### src/rtl/store_buffer_pkg.sv
// rtl/store_buffer_pkg.sv - shared types and default sizes for the store buffer
package store_buffer_pkg;

  localparam int SB_DEPTH  = 4;
  localparam int SB_ADDR_W = 32;
  localparam int SB_DATA_W = 32;

  typedef struct packed {
    logic [SB_ADDR_W-1:0] addr;
    logic [SB_DATA_W-1:0] data;
  } sb_entry_t;

  typedef enum logic {
    SB_RUN,
    SB_FLUSH
  } sb_state_t;

endpackage

### src/rtl/sb_forward_match.sv
// rtl/sb_forward_match.sv - youngest-entry address match for load forwarding
module sb_forward_match #(
  parameter int DEPTH  = 4,
  parameter int ADDR_W = 32,
  parameter int DATA_W = 32,
  localparam int PTR_W = $clog2(DEPTH)
) (
  input  logic [DEPTH-1:0][ADDR_W-1:0] ent_addr,
  input  logic [DEPTH-1:0][DATA_W-1:0] ent_data,
  input  logic [DEPTH-1:0]             valid,
  input  logic [PTR_W-1:0]             wr_ptr,
  input  logic [ADDR_W-1:0]            addr,
  output logic                         hit,
  output logic [DATA_W-1:0]            data
);

  logic [PTR_W-1:0] idx;

  // Walk oldest to youngest so the youngest match overwrites earlier ones.
  always_comb begin
    hit  = 1'b0;
    data = '0;
    idx  = '0;
    for (int k = DEPTH - 1; k >= 0; k--) begin
      idx = wr_ptr - PTR_W'(k + 1);
      if (valid[idx] && (ent_addr[idx] == addr)) begin
        hit  = 1'b1;
        data = ent_data[idx];
      end
    end
  end

endmodule

### src/rtl/store_buffer.sv
// rtl/store_buffer.sv - posted-write buffer with load forwarding and flush fence
module store_buffer
  import store_buffer_pkg::*;
#(
  parameter int DEPTH  = SB_DEPTH,
  parameter int ADDR_W = SB_ADDR_W,
  parameter int DATA_W = SB_DATA_W
) (
  input  logic              clk,
  input  logic              rst_n,
  input  logic              cpu_mem_write,
  input  logic              cpu_mem_read,
  input  logic [ADDR_W-1:0] cpu_addr,
  input  logic [DATA_W-1:0] cpu_wdata,
  output logic [DATA_W-1:0] cpu_rdata,
  output logic              stall,
  input  logic              flush_req,
  output logic              empty,
  input  logic              mem_ready,
  output logic [ADDR_W-1:0] mem_addr,
  output logic [DATA_W-1:0] mem_wdata,
  output logic              mem_write,
  output logic              mem_read,
  input  logic [DATA_W-1:0] mem_rdata
);

  localparam int PTR_W = $clog2(DEPTH);
  localparam int CNT_W = PTR_W + 1;

  logic [DEPTH-1:0][ADDR_W-1:0] ent_addr;
  logic [DEPTH-1:0][DATA_W-1:0] ent_data;
  logic [DEPTH-1:0]             valid;
  logic [PTR_W-1:0]             wr_ptr, rd_ptr, off;
  logic [CNT_W-1:0]             count, count_next;
  sb_state_t                    state;

  logic              flushing, req_read, req_write, load_miss;
  logic              drain, enq, full, fwd_hit;
  logic [DATA_W-1:0] fwd_data;

  // An entry is live if its distance from the head is below count.
  always_comb begin
    valid = '0;
    off   = '0;
    for (int i = 0; i < DEPTH; i++) begin
      off      = PTR_W'(i) - rd_ptr;
      valid[i] = CNT_W'(off) < count;
    end
  end

  sb_forward_match #(
    .DEPTH (DEPTH),
    .ADDR_W(ADDR_W),
    .DATA_W(DATA_W)
  ) u_match (
    .ent_addr(ent_addr),
    .ent_data(ent_data),
    .valid   (valid),
    .wr_ptr  (wr_ptr),
    .addr    (cpu_addr),
    .hit     (fwd_hit),
    .data    (fwd_data)
  );

  // The fence stalls from the request cycle itself so no new op slips in.
  assign flushing  = (state == SB_FLUSH) || (flush_req && (count != '0));
  assign req_read  = cpu_mem_read && !flushing;
  assign req_write = cpu_mem_write && !flushing;
  assign load_miss = req_read && !fwd_hit;
  assign full      = (count == CNT_W'(DEPTH));
  assign drain     = (count != '0) && mem_ready && !load_miss;
  assign enq       = req_write && (!full || drain);

  assign empty     = (count == '0);
  assign mem_read  = load_miss && mem_ready;
  assign mem_write = drain;
  assign stall     = flushing || (load_miss && !mem_ready) || (req_write && !enq);
  assign mem_addr  = mem_read ? cpu_addr : (drain ? ent_addr[rd_ptr] : '0);
  assign mem_wdata = drain ? ent_data[rd_ptr] : '0;
  assign cpu_rdata = (req_read && fwd_hit) ? fwd_data : (mem_read ? mem_rdata : '0);

  always_comb begin
    count_next = count;
    case ({enq, drain})
      2'b10:   count_next = count + 1'b1;
      2'b01:   count_next = count - 1'b1;
      default: count_next = count;
    endcase
  end

  always_ff @(posedge clk) begin
    if (enq) begin
      ent_addr[wr_ptr] <= cpu_addr;
      ent_data[wr_ptr] <= cpu_wdata;
    end
  end

  always_ff @(posedge clk or negedge rst_n) begin
    if (!rst_n) begin
      wr_ptr <= '0;
      rd_ptr <= '0;
      count  <= '0;
      state  <= SB_RUN;
    end else begin
      if (enq)   wr_ptr <= wr_ptr + 1'b1;
      if (drain) rd_ptr <= rd_ptr + 1'b1;
      count <= count_next;
      case (state)
        SB_RUN:   if (flush_req && (count_next != '0)) state <= SB_FLUSH;
        SB_FLUSH: if (count_next == '0) state <= SB_RUN;
        default:  state <= SB_RUN;
      endcase
    end
  end

endmodule
### config.mk
export PLATFORM = sky130hd
export DESIGN_NAME = store_buffer
export DESIGN_NICKNAME = d
export VERILOG_FILES = /design/src/rtl/store_buffer_pkg.sv /design/src/rtl/sb_forward_match.sv /design/src/rtl/store_buffer.sv
export SDC_FILE = /design/constraint.sdc
export NUM_CORES = 1
export LEC_CHECK = 0
export CAP_MARGIN = 0
export CORE_ASPECT_RATIO = 2
export CORE_MARGIN = 2
export CORE_UTILIZATION = 25
export CTS_CLUSTER_DIAMETER = 150
export DETAILED_ROUTE_END_ITERATION = 10
export PLACE_DENSITY = 0.4
export SYNTH_ARGS = -nofsm -noshare
export SYNTH_HDL_FRONTEND = slang
export SYNTH_SLANG_ARGS = --single-unit
### constraint.sdc
create_clock -name clk -period 12.3 [get_ports clk]
set_clock_uncertainty 0.1 [all_clocks]
set_input_delay 1.23 -clock clk [delete_from_list [all_inputs] [get_ports clk]]
set_output_delay 1.23 -clock clk [all_outputs]
set_load 0.02 [all_outputs]
==> results_dict.tcl <==
set metrics [dict create \
    grt_pass1_wl_mm 99.6 \
    cp_slowest_cell "dfrtp_4" \
    multi_input_area_mm2 0.0111 \
    power.leakage_nw 7.31 \
    hold_viol 0 \
    powerDensity_mw_per_mm2 225 \
    max_freq_ghz 0.109 \
    io_pins 202 \
    ys_types 44 \
    post_cts_resized 0 \
    syn_area_mm2 0.0196 \
    syn_inst 1274 \
    drc 0 \
    first_iter_violations 1064 \
    grt_max_degree 125 \
    relSlewSlack_pct 31.6 \
    timing.critical_path.buf_inv 7 \
    cts_hold_buf 0 \
    cts_made_buffers 26 \
    synthFlopType "edfxtp_1" \
    root_buffer "clkbuf_16" \
    arrival_ns 7.87 \
    rsz0062_at_grt "false" \
    hold_class "reg2reg" \
    cp_max_fo 97 \
    avgSynthCellArea_um2 15.4 \
    cts_tree "built" \
    design_area_mm2 0.0235 \
    area_growth_pct 19.7 \
    vias 13000 \
    ir_worst_vdd_mv 0.337 \
    synth_top_area_share_pct 39.2 \
    gr-total-overflow 0 \
    yosys.area.top_type "edfxtp_1" \
    fin_crit_sh_pct 74.8 \
    finalSetupTns_ns 0 \
    gp_congestion 0.789 \
    async_reset_ff_share_pct 3.03 \
    antenna_left 0 \
    placed_cell_area_mm2 0.0226 \
    postCtsSetupBuffers 0 \
    critPathRequiredTime_ns 10.97 \
    path_cells "inv_1 > ha_4 > buf_12 > mux4_2 > xnor2_1 > nand4_1 > nor4_4 > buf_4 > nand3_2 > buf_4 > nand4_1 > nor2_4 > buf_4 > buf_4 > a21oi_1 > o21ai_0 > clkdlybuf4s50_1" \
    synth_area_leaders "edfxtp_1 (39%), mux4_2 (37%), xnor2_1 (5.2%)" \
    wl_mm 68.1 \
    port_buffers 201 \
    wl_per_cell_um 28.0 \
    coreArea_mm2 0.0780 \
    die_h_um 400 \
    fillerInstances 7797 \
    endpoint_kind "output port" \
    worstMarginPinSlew_ns 1.03 \
    yosysWarnings 0 \
    htreeDepth 1 \
    path_clk_slew_ns 0.08 \
    synth-edff-count 256 \
    grt_pass1_vias 13700 \
    start_kind "flip-flop" \
    ys_ff_latch 264 \
    routed_via_density 5.35 \
    die_area_mm2 0.0809 \
    cp_slowest_stage_delay_ns 0.79 \
    fin_nets 1493 \
    cpMostUsedCell "buf_4" \
    numClockSinks 264 \
    yosysSeqAreaShare_pct 40.2 \
    start_util_pct 25.2 \
    fin_crit_ns 9.20 \
    path_class "reg2out" \
    status "finished, final reports clean" \
    maxCapViolCount 0 \
    drive_above_1_share_pct 29.2 \
    setup_viol 0 \
    grt_usage_pct 16.7 \
    maxSlewViolCount 0 \
    die_w_um 202 \
    path_delay_family "buffers and inverters" \
    final-seq-area_mm2 0.00790 \
    ctsLongestPathBuffers 3 \
    worstSkewPairLatency_ns 0.59 \
    synthesis.nets 1385 \
    dp_hpwl_mm 45.5 \
    row_count 145 \
    first_pass_iters 5 \
    antenna_found_initial 2 \
]
[cell usage after synthesis, drive strengths merged (8+ instances only)]
master,number
a21oi,38
a22o,33
and2,36
buf,61
clkbuf,84
dfrtp,8
edfxtp,256
ha,8
inv,13
mux2i,34
mux4,324
nand2,42
nand3b,32
nand4,63
nor2,8
nor2b,33
nor4,8
o21ai,35
xnor2,117
xor2,17
[worst paths after layout]
| kind | from | depth (start not counted) | slack [ns] | to |
|---|---|---|---|---|
| setup / recovery | wr_ptr[0] | 17 | 3.10 | cpu_rdata[20] |
| hold / removal | count[1] | 2 | 0.45 | count[1] |
| setup reg to reg | wr_ptr[0] | 14 | 4.74 | ent_data[7] |
| hold reg to reg | count[1] | 2 | 0.45 | count[1] |
| max in group asynchronous | rst_n | 1 | 10.87 | rd_ptr[0] |
| min in group asynchronous | rst_n | 1 | 0.86 | wr_ptr[0] |
[through the flow]
| step | hold slack (ns) | worst slack, ns | util (%) | power, W | std cells |
|---|---|---|---|---|---|
| global placement | 0.413 | 3.67 | 28.9 | 0.00448 | 2383 |
| global route | 0.471 | 2.57 | 30.1 | 0.00559 | 2431 |
| floorplan | 0.376 | 6.45 | - | 0.00360 | 1274 |
| CTS | 0.441 | 2.88 | 30.1 | 0.00541 | 2431 |
| finish | 0.446 | 3.10 | 30.1 | 0.00529 | 2432 |
| detailed placement | 0.421 | 3.53 | 28.9 | 0.00447 | 2383 |
[where the power goes]
group	internal [W]	switching, W
clock network	0.000515	0.000388
registers	0.00105	0.000160
logic	0.00168	0.00149
[layout make-up]
type / count / area share (%)
Multi-Input combinational cell: 852 / 47.3
Sequential cell: 264 / 33.6
Timing Repair Buffer: 225 / 9.43
Tap cell: 1029 / 5.48
Clock buffer: 33 / 3.01
Clock inverter: 15 / 0.916
Inverter: 13 / 0.208
Antenna cell: 1 / 0.0106
[cells by family (layout without fill, tap and decap cells)]
logic type	Yosys count	after routing	share of synthesized area, %
fa+ha+maj	10	10	0.663
xor+xnor	134	134	5.98
simple gates	234	234	7.10
buf+inv	158	286	3.38
flops	264	264	40.2
other cells	0	1	0
mux	358	358	38.9
compound gates	116	116	3.77
[placed cells by master (no fill, tap or decap), drive strengths merged, types with 24 or more instances in the layout]
| cell type | netlist | final |
|---|---|---|
| mux4 | 324 | 324 |
| edfxtp | 256 | 256 |
| clkdlybuf4s50 | 0 | 201 |
| xnor2 | 117 | 117 |
| nand4 | 63 | 63 |
| nand2 | 42 | 42 |
| a21oi | 38 | 38 |
| and2 | 36 | 36 |
| o21ai | 35 | 35 |
| mux2i | 34 | 34 |
| nor2b | 33 | 33 |
| a22o | 33 | 33 |
| clkbuf | 84 | 33 |
| nand3b | 32 | 32 |
| buf | 61 | 24 |
[routing by layer]
layer / share of wire [%] / wire length (um) / vias up / global-route usage [%]
li1: - / - / 5523 / -
met1: 38 / 26200 / 7013 / 19.9
met2: 55 / 37600 / 428 / 31.6
met3: 4.4 / 2990 / 55 / 1.96
met4: 2.0 / 1360 / 4 / 4.01
met5: 0.038 / 26 / - / 0
[tightest hold or removal path, delay by kind of cell (launching register included)]
family / cells / cell delay, ns
compound gates: 1 / 0.08
flops: 1 / 0.37
simple gates: 1 / 0.06
[registers in the layout, indices dropped and copies added, names as in the netlist]
name and cells:
wr_ptr 2, rd_ptr 2, count 3, ent_data 128, ent_addr 128, state 1
No activity file was read; power rests on OpenSTA's default activity.
